<file path="config.mk">
export PLATFORM = sky130hd
export DESIGN_NAME = fb_rect_painter
export DESIGN_NICKNAME = d
export VERILOG_FILES = /design/src/rtl/fb_rect_painter_pkg.sv /design/src/rtl/fb_rect_painter.sv
export SDC_FILE = /design/constraint.sdc
export NUM_CORES = 1
export LEC_CHECK = 0
export BUFFER_PORTS_ARGS = -buffer_cell sky130_fd_sc_hd__buf_2
export CORE_MARGIN = 4
export CORE_UTILIZATION = 59
export CTS_CLUSTER_SIZE = 28
export DETAILED_ROUTE_END_ITERATION = 16
export GPL_ROUTABILITY_DRIVEN = 0
export MAX_ROUTING_LAYER = met4
export PLACE_DENSITY_LB_ADDON = 0.2
export SETUP_SLACK_MARGIN = 0.1
export SLEW_MARGIN = 20
export SYNTH_ARGS = -nofsm -noshare
export SYNTH_HDL_FRONTEND = slang
export SYNTH_SLANG_ARGS = --single-unit
</file>
<file path="constraint.sdc">
create_clock -name clk -period 3.4 [get_ports clk]
set_input_delay 0.17 -clock clk [delete_from_list [all_inputs] [get_ports clk]]
set_output_delay 0.17 -clock clk [all_outputs]
set_load 0.05 [all_outputs]
</file>
<file path="src/rtl/fb_rect_painter_pkg.sv">
// fb_rect_painter_pkg: screen geometry defaults, RGB444 colours and painter state encoding
package fb_rect_painter_pkg;
  localparam int DEF_SCREEN_X = 640;
  localparam int DEF_SCREEN_Y = 480;
  localparam int DEF_AW = 19;
  localparam int DEF_DW = 12;
  localparam logic [11:0] RED = 12'hF00;
  localparam logic [11:0] GREEN = 12'h0F0;
  localparam logic [11:0] BLUE = 12'h00F;
  typedef enum logic [1:0] {IDLE = 2'd0, DRAW = 2'd1, FIN = 2'd2} state_t;
endpackage

</file>
<file path="src/rtl/fb_rect_painter.sv">
// fb_rect_painter: streams a solid clipped rectangle into the frame-buffer write port, one pixel per clock
module fb_rect_painter
  import fb_rect_painter_pkg::*;
#(
  parameter int SCREEN_X = DEF_SCREEN_X,
  parameter int SCREEN_Y = DEF_SCREEN_Y,
  parameter int AW = DEF_AW,
  parameter int DW = DEF_DW
) (
  input  logic          clk,
  input  logic          rst,
  input  logic          cmd_valid,
  output logic          cmd_ready,
  input  logic [9:0]    cmd_x,
  input  logic [8:0]    cmd_y,
  input  logic [9:0]    cmd_w,
  input  logic [8:0]    cmd_h,
  input  logic [DW-1:0] cmd_color,
  output logic [AW-1:0] mem_px_addr,
  output logic [DW-1:0] mem_px_data,
  output logic          px_wr,
  output logic          busy,
  output logic          done
);
  state_t r_state, w_next;
  logic [9:0] r_x0, r_w, r_cx;
  logic [8:0] r_h, r_cy;
  logic [10:0] r_x, w_nx;
  logic [9:0] r_y, w_ny;
  logic r_px_wr, w_go, w_empty, w_row_end, w_last;
  logic [AW-1:0] w_naddr, w_start;

  function automatic logic inb(input logic [10:0] x, input logic [9:0] y);
    return x < 11'(SCREEN_X) && y < 10'(SCREEN_Y);
  endfunction

  assign cmd_ready = r_state == IDLE;
  assign busy = r_state == DRAW || r_state == FIN;
  assign done = r_state == FIN;
  assign px_wr = r_px_wr;
  assign w_go = cmd_valid && r_state == IDLE;
  assign w_empty = cmd_w == 10'd0 || cmd_h == 9'd0;
  assign w_row_end = r_cx == r_w - 10'd1;
  assign w_last = w_row_end && r_cy == r_h - 9'd1;
  assign w_nx = w_row_end ? {1'b0, r_x0} : r_x + 11'd1;
  assign w_ny = w_row_end ? r_y + 10'd1 : r_y;
  // Row end jumps back to x0 on the next line; modular arithmetic keeps in-bounds addresses exact
  assign w_naddr = w_row_end ? mem_px_addr + AW'(SCREEN_X + 1) - AW'(r_w) : mem_px_addr + AW'(1);
  assign w_start = AW'(cmd_y) * AW'(SCREEN_X) + AW'(cmd_x);

  always_comb begin
    w_next = r_state;
    if (r_state == IDLE && w_go) w_next = w_empty ? FIN : DRAW;
    else if (r_state == DRAW && w_last) w_next = FIN;
    else if (r_state == FIN) w_next = IDLE;
  end

  always_ff @(posedge clk) begin
    if (rst) r_state <= IDLE;
    else r_state <= w_next;
  end

  always_ff @(posedge clk) begin
    if (rst) begin
      r_px_wr <= 1'b0;
      mem_px_addr <= '0;
      mem_px_data <= '0;
      r_x0 <= '0;
      r_w <= '0;
      r_h <= '0;
      r_cx <= '0;
      r_cy <= '0;
      r_x <= '0;
      r_y <= '0;
    end else if (w_go && !w_empty) begin
      r_x0 <= cmd_x;
      r_w <= cmd_w;
      r_h <= cmd_h;
      r_cx <= '0;
      r_cy <= '0;
      r_x <= {1'b0, cmd_x};
      r_y <= {1'b0, cmd_y};
      mem_px_addr <= w_start;
      mem_px_data <= cmd_color;
      r_px_wr <= inb({1'b0, cmd_x}, {1'b0, cmd_y});
    end else if (r_state == DRAW) begin
      if (w_last) r_px_wr <= 1'b0;
      else begin
        r_cx <= w_row_end ? 10'd0 : r_cx + 10'd1;
        r_cy <= w_row_end ? r_cy + 9'd1 : r_cy;
        r_x <= w_nx;
        r_y <= w_ny;
        mem_px_addr <= w_naddr;
        r_px_wr <= inb(w_nx, w_ny);
      end
    end else r_px_wr <= 1'b0;
  end
endmodule

</file>
==> results.yml, run 1 <==
status:
  status: "complete, no violations"
logic_synthesis:
  synth.distinct_cells: 71
  avgSynthCellArea_um2: 7.66
  ys_seq_area_frac: 0.286
  synth_nets: 1060
  synthCells: 943
  synth_area_um2: 7220
  synthArstFlopShare: 0
  synth_warnings: 0
  synth_edf_count: 0
  synth_flop_cell: "dfxtp_1"
  synth-seq-cells: 103
floorplanning:
  die_y_um: 119
  dieArea_um2: 14100
  die_w_um: 119
  start_util: 0.601
  io_pins: 88
  row_count: 40
  fp.coreArea_um2: 12000
grt:
  antenna_found_initial: 0
  grt_usage: 0.275
  grt_overflow: 0
  grt_pass1_wl_um: 31400
  first_global_vias: 6545
  grt_max_degree: 56
min_path:
  min-delay-path-class: "in2reg"
  min_from: "cmd_color[11]"
  whs_path_depth: 3
  hold_end: "mem_px_data[11]"
drt:
  wl_met1_um: 8920
  wirelength_um: 19100
  dr.pass1.iters: 5
  top_layer_used: "met4"
  drtIter0Drc: 460
  vias: 7055
  met2_wirelength_um: 8760
  dr_wl_met3_um: 1180
  drcViolationCount: 0
  ant_nets: 0
  post_drt_wl_per_cell_um: 16.2
  vias_per_cell: 5.98
critical_path:
  cp.arrival_ns: 3.34
  r2r_cells: 11
  reg2reg_from: "r_w[0]"
  r2r-end: "mem_px_addr[15]"
  end_kind: "flop"
  worstPathRequired_ns: 3.68
  worstSetupStartpointType: "flop"
  r2r_slack_ns: 0.35
  critPathKind: "reg2reg"
  cp_max_fo: 10
timing:
  hold_viol: 0
  post-route-period-util: 0.898
  rsz0062_at_grt: "false"
  max_freq_mhz: 328
  tns_ns: 0
  finalClockSkew_ns: 0.0140
  drv_slew: 0
  setup_viol: 0
  period_needed_ns: 3.05
  relSlewSlack: 0.488
  worstMarginPinSlew_ns: 0.768
clock_tree:
  cts-root-buf: "clkbuf_16"
  cts_tree: "yes"
  worstSkewPairLatency_ns: 0.36
  clock_sinks: 103
  cts_hold_buf: 0
  clk_path_buf_depth: 2
  cts-htree-levels: 3
  numCtsBuffers: 9
  clk_pin_slew_ns: 0.08
finish:
  n_antenna_cell: 0
  drive_above_1_share: 0.147
  area_growth_pct: 13.9
  utilization: 0.684
  final_nets: 1144
placed_design:
  dp_hpwl_um: 14200
  port_buffers: 87
pwr:
  p_per_area_nw_per_um2: 458
  p_leak_uw: 0.00348
  ir_worst_vdd_uv: 403
job:
  max_cap_viol_count: 0
==> registers in the layout, indices dropped and copies added, names as in the netlist, 10 cells and up <==
| register | cells |
|---|---|
| r_cx | 10 |
| r_y | 10 |
| mem_px_data | 12 |
| r_x0 | 10 |
| mem_px_addr | 19 |
| r_x | 11 |
| r_w | 10 |
==> placed cells by master (no fill, tap or decap), types with 4 or more instances in the layout <==
cell / instances
o22ai_1: 6
o31ai_1: 4
inv_1: 42
or3_1: 4
a21o_1: 12
nor4_1: 6
xor2_1: 40
o21a_1: 4
o211ai_1: 7
clkbuf_16: 9
xnor2_1: 36
mux2i_1: 6
a22oi_1: 5
nand3_1: 31
o21ai_0: 35
nand2_1: 144
and2_1: 4
a211oi_1: 19
nor3b_1: 6
dfxtp_1: 102
and3_1: 11
nor2_1: 91
ha_1: 61
buf_4: 29
buf_2: 87
nand2b_1: 7
a21oi_1: 93
a31oi_1: 9
nor2b_1: 4
nor3_1: 19
nand4_1: 15
o221ai_1: 5
and4_1: 10
a211o_1: 4
==> through the flow <==
step / hold slack (ns) / std cells / instance area (um2) / power, uW / worst slack (ns)
finish: 0.0378 / 1179 / 8220 / 3770 / 0.348
detailed placement: 0.417 / 1159 / 7880 / 2730 / 0.345
floorplan: 0.278 / 943 / 7220 / 2390 / 0.312
global placement: 0.412 / 1159 / 7880 / 2720 / 0.388
global route: 0.0420 / 1179 / 8220 / 3970 / 0.111
CTS: 0.0299 / 1175 / 8180 / 3760 / 0.306
==> cells by family after synthesis <==
logic type | synth area share
and+or+nand+nor | 0.243
AOI/OAI and AO/OA | 0.209
DFF | 0.286
buffers and inverters | 0.0458
xor gates and xnor gates | 0.0922
adders and majority gates | 0.114
muxes | 0.00988
==> per-layer routing <==
metal	track usage	up-vias
met4	0.0608	0
met1	0.361	3280
met2	0.442	221
met3	0.0545	24
li1	-	3530
met5	-	-
==> worst max-delay path, stage by stage, from the launching register on <==
cell,delay (ns)
dfxtp_1,0.41
inv_1,0.09
ha_1,0.24
or4b_4,0.22
nor2_1,0.04
o21ai_0,0.14
a21oi_1,0.12
o211ai_1,0.56
o21a_1,0.44
o21ai_0,0.20
a311o_1,0.39
a21oi_1,0.14
==> cells in the mapped netlist (10+ instances only) <==
cell	instances	area, um2
nand2_1	144	541
a21o_1	12	90.1
and3_1	11	68.8
nor3_1	19	95.1
inv_1	42	158
o21ai_0	35	175
nor2_1	91	342
dfxtp_1	103	2060
a21oi_1	93	465
nand3_1	31	155
ha_1	61	763
a211oi_1	19	143
xnor2_1	36	315
and4_1	10	87.6
clkbuf_1	37	139
xor2_1	40	350
nand4_1	15	93.8
==> report_power, final <==
part	switching, uW	internal (uW)	total (uW)	leakage [uW]
registers	109	1300	1410	0.000844
clock network	517	520	1040	0.000143
logic	825	497	1320	0.00249
==> timing repair <==
item / CTS / global route
resized for setup: 0 / 4
hold endpoints to repair: 0 / 0
setup endpoints to repair: 0 / 38
setup buffers: 0 / 4
==> worst max-delay path by stage <==
| stage | startpoint | endpoint | cells past startpoint |
|---|---|---|---|
| global placement | r_w[2] | mem_px_addr[10] | 12 |
| finish | r_w[0] | mem_px_addr[15] | 11 |
| global route | r_w[0] | r_x[0] | 12 |
| CTS | r_w[0] | r_y[5] | 10 |
| floorplan | mem_px_addr[9] | mem_px_addr[18] | 13 |
| detailed placement | cmd_y[1] | mem_px_addr[17] | 14 |
==> layout make-up <==
class                   count  area (um2)
clock buffers               9         225
clock inverters             7        72.6
fillers                  1055        3790
inverters                  42         158
multi-input cells         754        4840
flip-flops and latches    103        2060
well taps                 147         184
repair buffers            117         673
(Power assumes the default switching activity.)
==> run 2: changes to the inputs <==
CORE_ASPECT_RATIO = 0.9   (was unset)
==> results.yml, run 2 (synthesis gave the netlist of run 1 again) <==
critical_path:
  crit_slowest_cell: "or3b_1"
  path_cells: "inv_1, ha_1, or4b_4, nor2_2, xnor2_1, nor3_2, o211ai_1, or3b_1, or3_1, a311oi_1"
  end_kind: "flop"
  worstPathRequired_ns: 3.67
  slowest_delay_ns: 0.54
  cp_max_fo: 7
  cp.arrival_ns: 3.39
  worstSetupStartpointType: "flop"
  critPathKind: "reg2reg"
drt:
  drtIter0Drc: 628
  dr.pass1.iters: 7
  vias: 7193
  drcViolationCount: 0
  post_drt_wl_per_cell_um: 16.8
  vias_per_cell: 6.04
  wirelength_um: 20000
  ant_nets: 0
placed_design:
  port_buffers: 87
  dp_hpwl_um: 14700
finish:
  area_growth_pct: 14.0
  regMostFlops: "mem_px_addr"
  fillers: 1049
  largest_reg_flops: 19
  utilization: 0.684
  seqCellArea_um2: 2060
  final_common_cell: "nand2_1"
  n_antenna_cell: 0
  top_regs: "mem_px_addr (19), mem_px_data (12), r_x (11)"
  final_cell_mix: "144 x nand2_1, 103 x dfxtp_1, 92 x a21oi_1"
  final_nets: 1142
  multi_input_area_um2: 4850
  drive_above_1_share: 0.146
pwr:
  p_per_area_nw_per_um2: 467
  p_leak_uw: 0.00347
  p_total_uw: 3840
  p_sw_frac: 0.380
  power_frac_comb: 0.341
  clkPwrFrac: 0.290
  p_sw_uw: 1460
  seq_power_share: 0.369
  ir_worst_vdd_uv: 256
  internal_power_uw: 2380
grt:
  grt_max_degree: 51
  antenna_found_initial: 0
  grt_overflow: 0
  grt_pass1_wl_um: 33100
  first_global_vias: 6784
  grt_usage: 0.289
timing:
  post-route-period-util: 0.918
  finalClockSkew_ns: 0.0122
  period_needed_ns: 3.12
  max_freq_mhz: 320
  drv_slew: 0
  hold_viol: 0
  relSlewSlack: 0.472
  setup_viol: 0
  worstMarginPinSlew_ns: 0.788
  tns_ns: 0
  rsz0062_at_grt: "false"
floorplanning:
  io_pins: 88
  fp.coreArea_um2: 12000
  dieArea_um2: 14100
  row_count: 38
  start_util: 0.600
  die_y_um: 113
  die_w_um: 125
clock_tree:
  cts-htree-levels: 3
  clk_path_buf_depth: 2
  cts_tree: "yes"
  cts-root-buf: "clkbuf_16"
  numCtsBuffers: 9
  worstSkewPairLatency_ns: 0.36
  clk_pin_slew_ns: 0.08
  clock_sinks: 103
  cts_hold_buf: 0
job:
  max_cap_viol_count: 0
min_path:
  min-delay-path-class: "in2reg"
status:
  status: "complete, no violations"
-- run 2: changes by cell type in the layout (fill, tap and decap cells not counted) --
cell / delta
buf_4: -1
clkinvlp_4: -1
dfxtp_1: +1
o21a_1: -1
or3b_1: +1
bufinv_16: +1
o21a_2: +1
a21oi_1: -1
a21oi_2: +1
or3b_4: -1
dfxtp_2: -1
buf_12: -1
-- run 2: stage by stage --
step / hold slack [ns] / area [um2] / worst slack [ns] / cells
after CTS: 0.0364 / 8180 / 0.183 / 1185
final: 0.0437 / 8230 / 0.279 / 1190
after floorplan: 0.278 / 7220 / 0.312 / 943
after detailed placement: 0.416 / 7860 / 0.190 / 1169
after global placement: 0.411 / 7860 / 0.310 / 1169
after global routing: 0.0430 / 8230 / 0.102 / 1190
-- run 2: critical path: cells and delay by family, from the launching register on --
kind,cells,cell delay (ns)
adder cells (fa/ha/maj),1,0.21
AND/OR/NAND/NOR,5,1.78
flip-flops,1,0.35
AO/OA/AOI/OAI,2,0.51
XOR/XNOR,1,0.09
buffers and inverters,1,0.09
-- run 2: worst paths after layout --
kind / from / slack [ns] / to / cells past startpoint
worst max-delay path: r_w[0] / 0.28 / r_y[5] / 10
worst max register to register: r_w[0] / 0.28 / r_y[5] / 10
worst min-delay path: cmd_color[10] / 0.04 / mem_px_data[10] / 3
worst min register to register: mem_px_data[3] / 0.46 / mem_px_data[3] / 2
-- run 2: repair_timing --
action / 4_1_cts / 5_1_grt
setup endpoints to repair: 0 / 24
endpoints found under the hold margin: 0 / 0
gates resized for setup: 0 / 4
buffers inserted: 0 / 5
-- run 2: cell type report --
| class | count | share of cell area |
|---|---|---|
| flip-flops and latches | 103 | 0.250 |
| repair buffers | 115 | 0.0784 |
| multi-input cells | 754 | 0.589 |
| well taps | 160 | 0.0243 |
| inverters | 42 | 0.0191 |
| clock inverters | 7 | 0.0116 |
| clock buffers | 9 | 0.0274 |
-- run 2: power by group through the flow --
stage | Sequential (uW) | Combinational, uW | Clock, uW
floorplan | 1540 | 848 | 0
global placement | 1440 | 1270 | 0
detailed placement | 1440 | 1280 | 0
CTS | 1410 | 1290 | 1130
global route | 1430 | 1440 | 1170
finish | 1420 | 1310 | 1110
-- run 2: layer usage --
layer | up-vias | routed length, um | global-route usage
met5 | - | 0 | -
met4 | 0 | 489 | 0.0935
met3 | 57 | 1250 | 0.0425
met2 | 289 | 8740 | 0.437
met1 | 3327 | 9470 | 0.402
li1 | 3520 | - | -
==> run 3: changes to the inputs <==
BUFFER_PORTS_ARGS = unset   (was -buffer_cell sky130_fd_sc_hd__buf_2)
CORE_UTILIZATION = 60   (was 59)
DONT_BUFFER_PORTS = 1   (was unset)
SETUP_SLACK_MARGIN = 0.05   (was 0.1)
==> results.yml, run 3 (synthesis gave the netlist of run 1 again) <==
status:
  status: "complete, but fails checks"
  violations: "negative hold slack"
clock_tree:
  clk_pin_slew_ns: 0.08
  cts-htree-levels: 3
  cts-root-buf: "clkbuf_16"
  clock_sinks: 103
  worstSkewPairLatency_ns: 0.37
  cts_tree: "yes"
  numCtsBuffers: 9
  clk_path_buf_depth: 2
critical_path:
  cp.arrival_ns: 3.47
  worstSetupStartpointType: "flop"
  r2r_slack_ns: 0.21
  r2r-end: "r_y[5]"
  path_cells: "inv_1, ha_1, or4b_4, nor2_2, xnor2_1, nor3_2, o211ai_1, or3b_1, or3_1, a311oi_1"
  cp_max_fo: 7
  slowest_delay_ns: 0.53
  critPathKind: "reg2reg"
  r2r_cells: 10
  crit_slowest_cell: "or3b_1"
  worstPathRequired_ns: 3.68
  end_kind: "flop"
  reg2reg_from: "r_w[0]"
  path_delay_family: "simple AND/OR/NAND/NOR gates"
  path_buf_inv: 1
finish:
  area_growth_pct: 14.9
  n_antenna_cell: 0
  largest_reg_flops: 19
  drive_above_1_share: 0.0744
  final_nets: 1106
  top_regs: "mem_px_addr (19), mem_px_data (12), r_x (11)"
  utilization: 0.714
  regMostFlops: "mem_px_addr"
  final_common_cell: "nand2_1"
  final_cell_mix: "144 x nand2_1, 102 x dfxtp_1, 92 x a21oi_1"
timing:
  period_needed_ns: 3.19
  max_freq_mhz: 313
  hold_viol: 2
  rsz0062_at_grt: "false"
  setup_viol: 0
  worstMarginPinSlew_ns: 0.825
  tns_ns: 0
  drv_slew: 0
  post-route-period-util: 0.939
  hold_slack_ns: -0.0126
  relSlewSlack: 0.443
  finalClockSkew_ns: 0.0149
job:
  max_cap_viol_count: 0
grt:
  grt_max_degree: 73
  grt_usage: 0.316
  antenna_found_initial: 0
  grt_overflow: 0
  grt_pass1_wl_um: 34400
  first_global_vias: 6947
pwr:
  ir_worst_vdd_uv: 262
  p_leak_uw: 0.00332
  p_sw_uw: 1500
  seq_power_share: 0.375
  power_frac_comb: 0.346
  p_sw_frac: 0.391
  p_per_area_nw_per_um2: 461
  clkPwrFrac: 0.280
  internal_power_uw: 2330
min_path:
  min_from: "cmd_y[4]"
  whs_path_depth: 2
  min-delay-path-class: "in2reg"
  hold_end: "r_y[4]"
floorplanning:
  fp.coreArea_um2: 11600
  start_util: 0.621
  io_pins: 88
  die_w_um: 124
  dieArea_um2: 13900
  die_y_um: 112
  row_count: 37
drt:
  drcViolationCount: 0
  vias: 7223
  drtIter0Drc: 817
  dr.pass1.iters: 5
  wirelength_um: 21200
  post_drt_wl_per_cell_um: 18.5
  ant_nets: 0
  vias_per_cell: 6.28
placed_design:
  dp_hpwl_um: 14800
  port_buffers: 0
[run 3: cell count changes in the layout (fill, tap and decap cells not counted), sizes merged]
cell	change
buf	-78
dlygate4sd3	+42
bufinv	-1
clkinv	+1
[run 3: how the worst max path moves through the flow]
stage | startpoint | depth (start not counted) | slack [ns] | end
after floorplan | mem_px_addr[9] | 13 | 0.31 | mem_px_addr[18]
after global placement | r_w[0] | 10 | 0.41 | r_y[5]
after detailed placement | cmd_y[1] | 13 | 0.22 | mem_px_addr[17]
after CTS | r_h[0] | 12 | 0.17 | mem_px_addr[0]
after global routing | r_w[8] | 12 | 0.06 | mem_px_addr[18]
final | r_w[0] | 10 | 0.21 | r_y[5]
[run 3: routing by layer]
| layer | global-route usage | vias to the layer above | part of all wire | wire length [um] |
|---|---|---|---|---|
| li1 | - | 3450 | - | - |
| met1 | 0.404 | 3364 | 0.41 | 8700 |
| met2 | 0.498 | 360 | 0.47 | 9920 |
| met3 | 0.0715 | 49 | 0.096 | 2030 |
| met4 | 0.0967 | 0 | 0.027 | 571 |
| met5 | - | - | 0 | 0 |
[run 3: area by class of cell]
type / count / area [um2]
inverter: 42 / 158
clock inverter: 7 / 81.3
timing repair buffer: 79 / 718
multi-input combinational: 754 / 4850
fill: 921 / 3320
clock buffer: 9 / 225
tap: 156 / 195
sequential: 103 / 2060
[run 3: per-stage QoR]
| stage | cells | total power [uW] | hold WS, ns | setup slack [ns] | instance area [um2] |
|---|---|---|---|---|---|
| after floorplan | 943 | 2390 | 0.278 | 0.312 | 7220 |
| after global placement | 1089 | 2630 | 0.250 | 0.414 | 7510 |
| after detailed placement | 1089 | 2680 | 0.251 | 0.221 | 7510 |
| after CTS | 1146 | 3790 | 0.00209 | 0.171 | 8240 |
| after global routing | 1150 | 4010 | 0.0150 | 0.0554 | 8300 |
| final | 1150 | 3830 | -0.0126 | 0.209 | 8300 |
[run 3: timing repair]
item                                    4_1_cts  5_1_grt
hold buffers                                 41        2
buffers inserted                              0        2
endpoints found under the setup margin        0       31
resized for setup                             0        6
hold endpoints to repair                     75        2
[run 3: worst reg2reg max path: stages (launching register included)]
cell and delay (ns):
dfxtp_1 0.37, inv_1 0.11, ha_1 0.22, or4b_4 0.49
nor2_2 0.11, xnor2_1 0.09, nor3_2 0.30, o211ai_1 0.23
or3b_1 0.53, or3_1 0.39, a311oi_1 0.27
[run 3: power by group through the flow]
stage / combinational [uW] / clock, uW / sequential, uW
floorplan: 848 / 0 / 1540
global placement: 1170 / 0 / 1450
detailed placement: 1220 / 0 / 1460
CTS: 1290 / 1070 / 1430
global route: 1440 / 1130 / 1450
finish: 1320 / 1070 / 1430
